===== config.mk =====
export PLATFORM = sky130hd
export DESIGN_NAME = mux_3x1_merge
export DESIGN_NICKNAME = d
export VERILOG_FILES = /design/src/rtl/mux_3x1_merge_pkg.sv /design/src/rtl/mux_3x1_merge_rr_arbiter_3.sv /design/src/rtl/mux_3x1_merge.sv
export SDC_FILE = /design/constraint.sdc
export NUM_CORES = 1
export LEC_CHECK = 0
export ABC_AREA = 0
export BUFFER_PORTS_ARGS = -buffer_cell sky130_fd_sc_hd__buf_2
export CELL_PAD_IN_SITES_DETAIL_PLACEMENT = 1
export CELL_PAD_IN_SITES_GLOBAL_PLACEMENT = 2
export CORE_ASPECT_RATIO = 1.5
export CORE_UTILIZATION = 19
export CTS_CLUSTER_DIAMETER = 100
export DETAILED_ROUTE_END_ITERATION = 7
export GPL_TIMING_DRIVEN = 0
export PLACE_DENSITY = 0.81
export SLEW_MARGIN = 10
export SYNTH_ARGS = -nofsm -noshare
export SYNTH_HDL_FRONTEND = slang
export SYNTH_SLANG_ARGS = --single-unit

===== constraint.sdc =====
create_clock -name clk -period 2.28 [get_ports clk]
set_input_delay 0.57 -clock clk [delete_from_list [all_inputs] [get_ports clk]]
set_output_delay 0.57 -clock clk [all_outputs]
set_load 0.01 [all_outputs]

===== src/rtl/mux_3x1_merge_pkg.sv =====
// rtl/mux_3x1_merge_pkg.sv - shared channel encodings, FSM states and helpers for the 3x1 merge
//
// Purpose: channel tag encodings (shared with the 1x3 channel demux), the
//          merge FSM state type, and tag <-> one-hot conversion helpers.
// Ports:   none (package).

package mux_3x1_merge_pkg;

  localparam logic [1:0] CH1 = 2'b00;
  localparam logic [1:0] CH2 = 2'b01;
  localparam logic [1:0] CH3 = 2'b10;

  typedef enum logic {
    IDLE   = 1'b0,
    LOCKED = 1'b1
  } state_t;

  // Tag 2'b11 maps onto ch2 so a forced select of 11 is indistinguishable from 01.
  function automatic logic [2:0] ch_onehot(input logic [1:0] ch);
    logic [2:0] oh;
    case (ch)
      CH1:     oh = 3'b001;
      CH3:     oh = 3'b100;
      default: oh = 3'b010;
    endcase
    return oh;
  endfunction

  // An all-zero vector returns CH1; callers only use the tag when a grant exists.
  function automatic logic [1:0] onehot_ch(input logic [2:0] oh);
    logic [1:0] ch;
    if (oh[2])      ch = CH3;
    else if (oh[1]) ch = CH2;
    else            ch = CH1;
    return ch;
  endfunction

endpackage


===== src/rtl/mux_3x1_merge_rr_arbiter_3.sv =====
// rtl/mux_3x1_merge_rr_arbiter_3.sv - 3-request round-robin arbiter, one-hot grant
//
// Purpose: grants the first requesting channel after rr_last in the circular
//          order ch1 -> ch2 -> ch3 -> ch1. Purely combinational.
// Ports:
//   req      in   3  request vector, bit 0 = ch1
//   rr_last  in   2  tag of the most recently granted channel
//   grant    out  3  one-hot grant, all zero when no request

module rr_arbiter_3
  import mux_3x1_merge_pkg::*;
(
  input  logic [2:0] req,
  input  logic [1:0] rr_last,
  output logic [2:0] grant
);

  always_comb begin
    grant = 3'b000;
    case (rr_last)
      CH1: begin
        if (req[1])      grant = 3'b010;
        else if (req[2]) grant = 3'b100;
        else if (req[0]) grant = 3'b001;
      end
      CH2: begin
        if (req[2])      grant = 3'b100;
        else if (req[0]) grant = 3'b001;
        else if (req[1]) grant = 3'b010;
      end
      default: begin
        if (req[0])      grant = 3'b001;
        else if (req[1]) grant = 3'b010;
        else if (req[2]) grant = 3'b100;
      end
    endcase
  end

endmodule


===== src/rtl/mux_3x1_merge.sv =====
// rtl/mux_3x1_merge.sv - registered 3-to-1 result merge with forced/round-robin select and result lock
//
// Purpose: recombines three result channels into one registered output stream.
//          A source is chosen by forced select or round-robin; once a multi-beat
//          result starts, the grant is locked to that channel until its last beat.
// Ports:
//   clk, rst                     clock, synchronous active-high reset
//   arb_en                       1: round-robin, 0: forced select
//   select[1:0]                  forced source (00 ch1, 01 ch2, 10 ch3, 11 ch2)
//   chN_data/valid/last (N=1..3) channel beat inputs
//   chN_ready                    channel beat accepted when valid & ready
//   data_out/valid_out/last_out  registered merged beat
//   sel_out[1:0]                 source tag of data_out
//   ready_in                     downstream accept

module mux_3x1_merge
  import mux_3x1_merge_pkg::*;
#(
  parameter int W = 32
) (
  input  logic         clk,
  input  logic         rst,
  input  logic         arb_en,
  input  logic [1:0]   select,
  input  logic [W-1:0] ch1_data,
  input  logic         ch1_valid,
  input  logic         ch1_last,
  output logic         ch1_ready,
  input  logic [W-1:0] ch2_data,
  input  logic         ch2_valid,
  input  logic         ch2_last,
  output logic         ch2_ready,
  input  logic [W-1:0] ch3_data,
  input  logic         ch3_valid,
  input  logic         ch3_last,
  output logic         ch3_ready,
  output logic [W-1:0] data_out,
  output logic         valid_out,
  output logic         last_out,
  output logic [1:0]   sel_out,
  input  logic         ready_in
);

  state_t       state;
  state_t       state_nxt;
  logic [1:0]   lock_ch;
  logic [1:0]   rr_last;

  logic [2:0]   valid_vec;
  logic [2:0]   last_vec;
  logic [2:0]   rr_grant;
  logic [2:0]   grant;
  logic [1:0]   grant_ch;
  logic [2:0]   ready_vec;
  logic         ld;
  logic         accept;
  logic         beat_last;
  logic [W-1:0] beat_data;

  assign valid_vec = {ch3_valid, ch2_valid, ch1_valid};
  assign last_vec  = {ch3_last,  ch2_last,  ch1_last};

  rr_arbiter_3 u_rr_arbiter (
    .req     (valid_vec),
    .rr_last (rr_last),
    .grant   (rr_grant)
  );

  always_comb begin
    ld        = ~valid_out | ready_in;
    grant     = 3'b000;
    state_nxt = state;

    // Only the round-robin path looks at valid; a forced or locked grant is
    // asserted even when the channel has nothing to offer.
    if (state == LOCKED) grant = ch_onehot(lock_ch);
    else if (arb_en)     grant = rr_grant;
    else                 grant = ch_onehot(select);

    grant_ch  = onehot_ch(grant);
    ready_vec = (ld && !rst) ? grant : 3'b000;
    accept    = |(ready_vec & valid_vec);
    beat_last = |(grant & last_vec);

    case (grant_ch)
      CH2:     beat_data = ch2_data;
      CH3:     beat_data = ch3_data;
      default: beat_data = ch1_data;
    endcase

    case (state)
      IDLE:    if (accept && !beat_last) state_nxt = LOCKED;
      LOCKED:  if (accept && beat_last)  state_nxt = IDLE;
      default: state_nxt = IDLE;
    endcase
  end

  assign ch1_ready = ready_vec[0];
  assign ch2_ready = ready_vec[1];
  assign ch3_ready = ready_vec[2];

  always_ff @(posedge clk) begin
    if (rst) begin
      state     <= IDLE;
      lock_ch   <= CH1;
      rr_last   <= CH3;
      valid_out <= 1'b0;
      data_out  <= '0;
      last_out  <= 1'b0;
      sel_out   <= CH1;
    end else begin
      state <= state_nxt;

      // Round-robin history only advances on the first beat of a result.
      if (accept && state == IDLE) begin
        rr_last <= grant_ch;
        if (!beat_last) lock_ch <= grant_ch;
      end

      if (ld) begin
        valid_out <= accept;
        if (accept) begin
          data_out <= beat_data;
          last_out <= beat_last;
          sel_out  <= grant_ch;
        end
      end
    end
  end

endmodule

# Word-level counts from Yosys, hierarchy flattened
# Cells that the tools add are included.
[totals]
ff_bits = 41
out_inout_bits = 39
in_bits = 108
word_cells = 52
[op_classes]
n_mux = 21
n_reduce_logical = 13
n_eq_ne = 5
bitwise = 6
[ops]
columns = ["cell", "count"]
rows = [
  ["32-bit one-hot mux with 2 select lines", 1],
  ["3-bit 2-to-1 mux", 10],
  ["3-bit one-hot mux with 2 select lines", 3],
  ["3-bit bitwise AND", 2],
  ["2-bit equality test, second input constant", 3],
  ["2-bit zero test", 3],
  ["3-bit OR reduction", 2],
  ["2-bit by 1-bit equality test with 1-bit output, second input constant", 2],
  ["1-bit logical AND", 4],
  ["1-bit 2-to-1 mux", 4],
  ["2-bit 2-to-1 mux", 2],
  ["2-bit AND reduction", 2],
  ["1-bit NOT", 3],
  ["1-bit zero test", 2],
  ["1-bit one-hot mux with 2 select lines", 1],
  ["1-bit bitwise OR", 1],
]

# Longest topological paths before layout
# Gate-level depths: netlist (run 1).
[depth]
word_depth = 12
ltp_mapped = 9
depth_no_buf = 6

# By module
# From an unflattened synthesis (run 1), not the netlist that was laid out.
[hier_totals]
hier_cells = 362
hier_area_um2 = 2899.0
[by_module_without_submodules]
columns = ["mod", "area_each_um2", "cells_per_inst", "instances", "seq_area_each_um2"]
rows = [
  ["mux_3x1_merge", 2847.7, 355, 1, 820.8],
  ["rr_arbiter_3", 51.3, 7, 1, 0.0],
]

# Worst setup path after synthesis (run 1)
# Ideal clock, no wire load.
[synth_path]
path_kind = "input to output"
startpoint = "input ch3_valid"
endpoint = "output ch2_ready"
stages = 6
n_path_buf = 2
slack_ps = -7
t_required_ps = 1710
t_arrival_ps = 1717
cell_sequence = "nor2b_1 -> o2111ai_1 -> o211a_1 -> buf_2 -> buf_2 -> and2_1"
[synth_between]
elab_chain_cells = 5
[synth_rtl]
columns = ["item", "line", "text"]
rows = [
  ["start: declaration", "mux_3x1_merge.sv:34", "input logic ch3_valid,"],
  ["3-bit 2-to-1 mux", "mux_3x1_merge_rr_arbiter_3.sv:27", "if (req[2]) grant = 3'b100;"],
  ["3-bit one-hot mux with 2 select lines", "mux_3x1_merge_rr_arbiter_3.sv:20", "case (rr_last)"],
  ["3-bit 2-to-1 mux", "mux_3x1_merge.sv:77", "else if (arb_en) grant = rr_grant;"],
  ["3-bit 2-to-1 mux", "mux_3x1_merge.sv:76", "if (state == LOCKED) grant = ch_onehot(lock_ch);"],
  ["3-bit 2-to-1 mux", "mux_3x1_merge.sv:81", "ready_vec = (ld && !rst) ? grant : 3'b000;"],
  ["end: declaration", "mux_3x1_merge.sv:32", "output logic ch2_ready,"],
]
# Every way passes these cells.

# Final worst setup path (run 1)
[layout_path]
startpoint = "input arb_en"
endpoint = "output ch2_ready"
[layout_between]
elab_chain_cells = 3
[layout_rtl]
columns = ["item", "line", "text"]
rows = [
  ["start: declaration", "mux_3x1_merge.sv:23", "input logic arb_en,"],
  ["3-bit 2-to-1 mux", "mux_3x1_merge.sv:77", ""],
  ["3-bit 2-to-1 mux", "mux_3x1_merge.sv:76", ""],
  ["3-bit 2-to-1 mux", "mux_3x1_merge.sv:81", ""],
]
# Every way passes these cells.

==> metrics, run 1 <==
min-delay worst type reg -> reg; pwr dens 914 nW/um^2; critical path arrival 1.66 ns; register area 823 um^2; share of layout cells above drive strength 1 0.469; vias in the first global route 2808; Hold WS 0.493 ns; DRT iter0 DRCs 102; leakage 1.53 nW; I/O pin count 147; post-route clock skew 0.00317 ns; Gate power share 0.432; clock transition at the registers of the reported paths 0.06 ns; period utilization 0.979; worst-path fanout max 8; fillers 1387; PnR Total Power 3.01 mW; DRT antenna net count 0; Die Width 88.7 um; RSZ-0062 raised after global routing yes; Initial Utilization 0.195; Main synth FF type dfxtp_1; row count 47; CTS tree yes; fmax 448 MHz; CP Capture Type output pin; die area 11700 um^2; Post-CTS Hold Fix Bufs 0; outcome finished clean; slew margin rel. 0.630; nets 512; largest net degree at the start of global routing 13; Mean Syn Cell Area 8.56 um^2; most frequent cells in the layout buf_2, dfxtp_1, nand2_1; Worst-Skew Late Latency 0.28 ns; synth unique cells 42; CTS Sinks 41; GRT overflow 0; Setup crit start kind primary input; aggregate global-route resource usage 0.154; Die Y-Extent 132 um; mapped cell area 2140 um^2; via count 2614; drt first pass iters 4; Internal 1.89 mW; number of max-cap violations 0; number of port buffers 146; dpl cells 543; commonest non-fill, non-tap cell in the layout buf_2; clk buf depth 2; setup TNS 0 ns; DRC errors left 0; Switching Fraction 0.373; RePlAce Congestion 0.767; Setup Crit Path Kind in -> out; hpwl dp 6.87 mm; Layout area overhead 53.9%; synthesis warning total 0; Post-synth EDFFs 0; syn nets 358; Core Area 11000 um^2; Finish-stage setup viols 0; Reg power frac 0.318; H-Tree Level Count 2; slew at the pin closest to its max-slew limit 0.555 ns; clk root buf clkbuf_16; peak supply drop 0.235 mV; Worst Path Required 1.71 ns; Vias/cell 4.74; Synth async-reset ratio 0; final non-filler cell total 552; Final Hold Violating Endpoints 0; diode count 0; Seq/Total Area, Yosys 0.383; Sw Pwr 1.12 mW; synthesized instance count 250; initial antenna violation count 0; Synth Register Bits 41; TritonCTS Buffers 5; Slew Limit Fails 0; final wirelength 8.83 mm; first-pass GRT wire length 13.8 mm; fin crit period 2.23 ns; Multi-input gate area 1210 um^2; Clk pwr share 0.250; Wirelength per Cell 16.0 um
## registers in the layout, indices dropped and copies added (netlist names), named ones only
signal	count
data_out	32
last_out	1
lock_ch	2
rr_last	2
sel_out	2
valid_out	1
## metal layers
layer	track usage	vias up	wire, um
met5	0	-	0
met4	0.0475	0	160
met3	0.0282	11	410
met2	0.297	78	4830
met1	0.160	1257	3430
li1	-	1268	-
## repair_timing
| item | 4_1_cts | 5_1_grt |
|---|---|---|
| pin swaps | 2 | 2 |
| resized for setup | 13 | 6 |
| endpoints found under the setup margin | 1 | 6 |
| gates cloned | 0 | 0 |
| setup buffers | 3 | 0 |
## final timing paths
| kind | from | cells past startpoint | to | slack (ns) |
|---|---|---|---|---|
| setup / recovery | arb_en | 6 | ch2_ready | 0.05 |
| hold / removal | data_out[29] | 2 | data_out[29] | 0.49 |
| setup reg to reg | rr_last[1] | 8 | data_out[2] | 0.27 |
| hold reg to reg | data_out[29] | 2 | data_out[29] | 0.49 |
## power groups by stage
stage                     registers [mW]  clock network (mW)  logic (mW)
after floorplan                     1.02                   0       0.727
after global placement             0.955                   0        1.25
after detailed placement           0.963                   0        1.28
after CTS                          0.955               0.778        1.33
after global routing               0.979               0.801        1.45
final                              0.959               0.752        1.30
## cell families (layout without fill, tap and decap cells)
group | Yosys count | after routing | share of synthesized area
buf+inv | 25 | 180 | 0.0672
mux | 2 | 2 | 0.00994
simple gates | 96 | 96 | 0.205
compound gates | 86 | 86 | 0.334
flops | 41 | 41 | 0.383
## worst max-delay path, stage by stage
cell and delay [ns]:
buf_8 0.11, mux2_4 0.30, o211a_1 0.28, buf_8 0.14
and2_4 0.14, buf_6 0.11
## layout make-up
class | count | share of cell area
timing repair buffer | 149 | 0.234
buffer | 21 | 0.0433
clock inverter | 1 | 0.00152
clock buffer | 7 | 0.0463
tap | 147 | 0.0558
sequential | 41 | 0.250
inverter | 2 | 0.00228
multi-input combinational | 184 | 0.367
## cell usage after synthesis, types with 2 or more instances
cell type,number,area share
dfxtp_1,41,0.38
nand2_1,37,0.065
nor2_1,34,0.060
a22oi_1,32,0.11
a311oi_1,30,0.12
buf_2,13,0.030
clkbuf_1,5,0.0088
buf_6,4,0.021
o211a_1,4,0.019
a21oi_1,3,0.0070
and2_1,3,0.0088
nand2b_1,3,0.0088
nor2b_1,3,0.0088
a311oi_2,2,0.014
a31o_2,2,0.0082
and3_1,2,0.0058
inv_1,2,0.0035
nand3_1,2,0.0047
nand4_1,2,0.0058
nor3b_1,2,0.0070
o2111ai_1,2,0.0082
o21ai_0,2,0.0047
## stage by stage
step                 util  setup slack, ns  instance area [um^2]
detailed placement  0.278           -0.439                  3060
global placement    0.278           -0.411                  3060
global route        0.300          -0.0104                  3290
finish              0.300           0.0482                  3290
CTS                 0.299         -0.00348                  3290
floorplan               -           0.0631                  2150
No activity file was read; power rests on OpenSTA's default activity.
==> run 2: changes to the inputs <==
--- a/config.mk
+++ b/config.mk
@@ -6,6 +6,7 @@
 export NUM_CORES = 1
 export LEC_CHECK = 0
 export ABC_AREA = 0
+export ABC_CLOCK_PERIOD_IN_PS = 2280
 export BUFFER_PORTS_ARGS = -buffer_cell sky130_fd_sc_hd__buf_2
 export CELL_PAD_IN_SITES_DETAIL_PLACEMENT = 1
 export CELL_PAD_IN_SITES_GLOBAL_PLACEMENT = 2
@@ -15,7 +16,9 @@
 export DETAILED_ROUTE_END_ITERATION = 7
 export GPL_TIMING_DRIVEN = 0
 export PLACE_DENSITY = 0.81
+export REMOVE_ABC_BUFFERS = 1
 export SLEW_MARGIN = 10
 export SYNTH_ARGS = -nofsm -noshare
 export SYNTH_HDL_FRONTEND = slang
 export SYNTH_SLANG_ARGS = --single-unit
+export TNS_END_PERCENT = 1
==> run 2 against run 1 <==
Total power rose by 2.0%. Via count rose by 1.1%. Worst setup slack got worse by 0.048 ns. Die area did not move. Hold slack improved by 0.0028 ns. Critical path type unchanged.
==> metrics, run 2 (synthesis results as in run 1) <==
fin crit period 2.28 ns (+0.0479 ns); GRT overflow 0 (unchanged); most frequent cells in the layout buf_2, dfxtp_1, nand2_1; setup TNS 0 ns (unchanged); pre-CTS setup slack -0.894 ns (-0.455 ns); TritonCTS Buffers 5 (unchanged); vias in the first global route 2941 (+4.7%); most flop-heavy register data_out; Die Width 88.7 um (unchanged); Wirelength per Cell 17.7 um (+10%); fillers 1385 (-0.14%); Worst Path Required 1.71 ns (about the same); Layout area overhead 55.7%; Setup Crit Path Kind in -> out; Vias/cell 4.86 (+2.6%); nets 504 (-1.6%); Slew Limit Fails 0 (unchanged); Multi-input gate area 1310 um^2 (+8.3%); PnR Total Power 3.07 mW (+2.0%); fmax 439 MHz (-2.1%); Setup crit start kind primary input; CTS Sinks 41 (unchanged); final design area excluding fillers 3330 um^2 (+1.2%); RePlAce Congestion 0.768 (about the same); Core Area 11000 um^2 (unchanged); DRT iter0 DRCs 87 (-15%); drt first pass iters 4 (unchanged); RSZ-0062 raised after global routing yes; clk buf depth 2 (unchanged); hpwl dp 5.79 mm (-16%); CP Capture Type output pin; period utilization 1.00 (+0.0210); CTS tree yes; pwr dens 922 nW/um^2 (+0.79%); commonest non-fill, non-tap cell in the layout buf_2; worst-path fanout max 5 (-3); Post-DP Area 2940 um^2 (-3.9%); die area 11700 um^2 (unchanged); Final Hold Violating Endpoints 0 (unchanged); share of layout cells above drive strength 1 0.461 (-0.00818); outcome finished clean; DRT antenna net count 0 (unchanged); DRC errors left 0 (unchanged); aggregate global-route resource usage 0.172 (+0.0187); number of port buffers 146 (unchanged); Final WS setup 0.000241 ns (-0.0479 ns); initial antenna violation count 0 (unchanged); row count 47 (unchanged); register area 822 um^2 (-0.15%); via count 2644 (+1.1%); max reg flops 32 (unchanged); min-delay worst type reg -> reg; number of max-cap violations 0 (unchanged); I/O pin count 147 (unchanged); clock transition at the registers of the reported paths 0.06 ns (about the same); slew margin rel. 0.677 (+0.0467); peak supply drop 0.315 mV (+34%); leakage 1.51 nW (-1.1%); final wirelength 9.62 mm (+8.9%); critical path arrival 1.71 ns (+0.05 ns); Worst-Skew Late Latency 0.28 ns (about the same); Die Y-Extent 132 um (unchanged); post-route clock skew 0.00400 ns (+0.000826 ns); slew at the pin closest to its max-slew limit 0.485 ns (-0.0701 ns); largest net degree at the start of global routing 42 (+29); Initial Utilization 0.195 (unchanged); clk root buf clkbuf_16; H-Tree Level Count 2 (unchanged); first-pass GRT wire length 15.1 mm (+9.6%); diode count 0 (unchanged); Final Util 0.303 (+0.00353); Finish-stage setup viols 0 (unchanged)
==> run 2: cell count changes in the layout (fill, tap and decap cells not counted), moves of 2 or more <==
cell,before,now
buf_12,0,4
buf_2,153,145
buf_4,4,7
buf_6,5,0
clkbuf_4,2,0
clkbuf_8,2,0
nand3_4,0,4
nor2b_2,0,2
o2111ai_2,2,0
==> run 2: final timing paths <==
path / slack (ns) / start / endpoint / cells after the start
min: 0.50 / data_out[20] / data_out[20] / 2
max: 0.0002 / ch3_valid / ch2_ready / 6
min reg2reg: 0.50 / data_out[20] / data_out[20] / 2
max reg2reg: 0.19 / rr_last[0] / lock_ch[0] / 8
==> run 2: cell type report <==
cell class,instances,area share
Clock buffer,8,0.0409
Tap cell,147,0.0552
Timing Repair Buffer,157,0.262
Multi-Input combinational cell,189,0.393
Inverter,2,0.00225
Sequential cell,41,0.247
==> run 2: per-stage QoR <==
step	instances	hold WS (ns)
after global placement	520	0.484
after CTS	543	0.502
after floorplan	227	0.512
final	544	0.496
after global routing	544	0.518
after detailed placement	521	0.493
==> run 2: layer usage <==
metal / GRT usage / part of all wire / vias up
li1: - / - / 1258
met4: 0.0627 / 0.023 / 0
met3: 0.0225 / 0.032 / 17
met5: 0 / 0 / -
met2: 0.326 / 0.55 / 80
met1: 0.188 / 0.39 / 1289
==> run 2: report_power, final <==
part	total, mW	switching [mW]	leakage [nW]	internal [mW]
combinational	1.43	0.828	1.11	0.604
sequential	0.959	0.0896	0.338	0.869
clock	0.682	0.275	0.0652	0.407
==> run 2: worst max-delay path, cell delays in order <==
cell and delay [ns]:
buf_2 0.13, nor2b_2 0.17, o2111ai_4 0.30, o211a_4 0.27, and2_1 0.13, buf_2 0.13
==> run 2: what timing repair did <==
action | in CTS | in global routing
gates cloned | 5 | 0
endpoints found under the setup margin | 41 | 31
pin swaps | 7 | 1
setup buffers | 9 | 1
gates resized for setup | 11 | 5
hold buffers | 0 | 0
==> run 3: changes to the inputs <==
--- a/config.mk
+++ b/config.mk
@@ -11,6 +11,7 @@
 export CELL_PAD_IN_SITES_DETAIL_PLACEMENT = 1
 export CELL_PAD_IN_SITES_GLOBAL_PLACEMENT = 2
 export CORE_ASPECT_RATIO = 1.5
+export CORE_MARGIN = 2
 export CORE_UTILIZATION = 19
 export CTS_CLUSTER_DIAMETER = 100
 export DETAILED_ROUTE_END_ITERATION = 7
==> run 3 against run 2 <==
Combinational power is 3% lower. Non-clock buffer count decreased by 4. Via count about the same. Final cell count shrank 0.74%. Total power down 1.6%. Critical path type unchanged. Largest power group unchanged.
==> metrics, run 3 (synthesis results as in run 1) <==
post-route clock skew 0.00500 ns (+0.000998 ns); min-delay worst type reg -> reg; H-Tree Level Count 2 (unchanged); Final Hold Violating Endpoints 0 (unchanged); number of port buffers 146 (unchanged); pwr dens 918 nW/um^2 (-0.34%); most flop-heavy register data_out; Worst path top cell family by delay simple AND/OR/NAND/NOR gates; I/O pin count 147 (unchanged); final wirelength 9.78 mm (+1.7%); Die Y-Extent 134 um (+1.5%); worst-path fanout max 8 (+3); outcome finished clean; period utilization 0.984 (-0.0154); WP depth 5 (-1); critical path arrival 1.67 ns (-0.04 ns); PnR Total Power 3.02 mW (-1.6%); R2R Setup Slk 0.13 ns (-0.06 ns); GRT overflow 0 (unchanged); peak supply drop 0.290 mV (-7.9%); slowest stage delay, CP 0.42 ns (+0.12 ns); first-pass GRT wire length 14.8 mm (-2.3%); Worst-Skew Late Latency 0.28 ns (about the same); RePlAce Congestion 0.765 (-0.40%); fmax 446 MHz (+1.6%); slew margin rel. 0.636 (-0.0411); reg2reg path depth 8 (unchanged); Slew Limit Fails 0 (unchanged); vias in the first global route 2830 (-3.8%); hpwl dp 5.74 mm (-0.83%); max reg flops 32 (unchanged); fillers 1370 (-1.1%); DRC errors left 0 (unchanged); largest net degree at the start of global routing 42 (unchanged); leakage 1.49 nW (-1.5%); Wirelength per Cell 18.1 um (+2.5%); Initial Utilization 0.195 (unchanged); TritonCTS Buffers 5 (unchanged); initial antenna violation count 0 (unchanged); slew at the pin closest to its max-slew limit 0.546 ns (+0.0616 ns); Post-CTS Hold Fix Bufs 0 (unchanged); via count 2646 (+0.076%); diode count 0 (unchanged); Setup crit start kind primary input; row count 47 (unchanged); DRT antenna net count 0 (unchanged); clk root buf clkbuf_16; nets 500 (-0.79%); pre-CTS setup slack -0.831 ns (+0.0630 ns); DRT iter0 DRCs 71 (-18%); share of layout cells above drive strength 1 0.461 (about the same); RSZ-0062 raised after global routing no; CTS tree yes; clk buf depth 2 (unchanged); Crit-path slowest cell or3b_1; Die Width 90.7 um (+2.3%); Layout area overhead 53.8%; most frequent cells in the layout buf_2, dfxtp_1, nand2_1; Setup Crit Path Kind in -> out; CP Capture Type output pin; clock transition at the registers of the reported paths 0.06 ns (about the same); Worst Path Required 1.71 ns (about the same); Final WS setup 0.0354 ns (+0.0351 ns); end of the critical path ch3_ready; Finish-stage setup viols 0 (unchanged); drt first pass iters 4 (unchanged); CTS Sinks 41 (unchanged); Vias/cell 4.90 (+0.82%); Core Area 11000 um^2 (unchanged); fin crit period 2.24 ns (-0.0351 ns); aggregate global-route resource usage 0.158 (-0.0149); WP buf/inv 2 (unchanged); commonest non-fill, non-tap cell in the layout buf_2; die area 12200 um^2 (+3.8%); CP startpoint arb_en; number of max-cap violations 0 (unchanged); Worst R2R Start rr_last[1]; CP Cell Sequence clkbuf_4 -> or3b_1 -> o2111ai_1 -> and3_1 -> buf_2
==> run 3: changes by cell type in the layout (fill, tap and decap cells not counted) <==
cell,delta
o311ai_2,+1
o311ai_1,-1
buf_2,-1
buf_12,-2
a31oi_1,-1
buf_4,-1
nor2b_2,-1
a31oi_2,+1
clkbuf_4,+1
buf_8,-1
nor2b_4,+1
==> run 3: layer usage <==
metal  wire, um  vias up  track usage
met5          0        -            0
met4        231        0       0.0615
met3        354       16       0.0236
met2       5560       80        0.317
met1       3630     1295        0.159
li1           -     1255            -
==> run 3: worst min-delay path by stage <==
stage / end / cells after the start / slack (ns) / startpoint
finish: last_out / 2 / 0.49 / last_out
global route: last_out / 2 / 0.52 / last_out
CTS: sel_out[0] / 1 / 0.50 / sel_out[0]
detailed placement: sel_out[0] / 1 / 0.48 / sel_out[0]
global placement: sel_out[0] / 1 / 0.48 / sel_out[0]
floorplan: lock_ch[1] / 3 / 0.51 / lock_ch[1]
==> run 3: final cells by class <==
cell class                 count  area (um^2)  share of cell area
clock buffer                   8          136              0.0414
inverter                       2         7.51             0.00228
multi-input combinational    189         1330               0.404
sequential                    41          822               0.250
tap                          147          184              0.0559
timing repair buffer         153          813               0.247
==> run 3: power breakdown <==
group	internal, mW	switching [mW]
clock	0.408	0.280
combinational	0.556	0.823
sequential	0.869	0.0887
total	1.83	1.19
==> run 3: worst register-to-register path: stages (launching register included) <==
cell and delay (ns):
dfxtp_1 0.42, or2_2 0.17, o2111ai_4 0.19, o211a_4 0.21
buf_4 0.17, buf_4 0.19, a222oi_1 0.48, mux2i_1 0.14
nor2_1 0.11
==> run 3: what timing repair did <==
action	CTS	global route
buffers inserted	5	2
pin swaps	6	4
resized for setup	10	9
cloned	5	0
setup endpoints to repair	42	40
==> run 3: stage by stage <==
stage	cells	area (um^2)	hold WS, ns	TNS [ns]	util
6_report	540	3290	0.495	0	0.299
5_1_grt	540	3290	0.516	0	0.299
4_1_cts	538	3210	0.495	0	0.292
3_5_place_dp	520	2930	0.481	-31.34	0.266
3_3_place_gp	520	2920	0.479	-51.14	0.265
2_1_floorplan	227	2000	0.512	-7.26	-
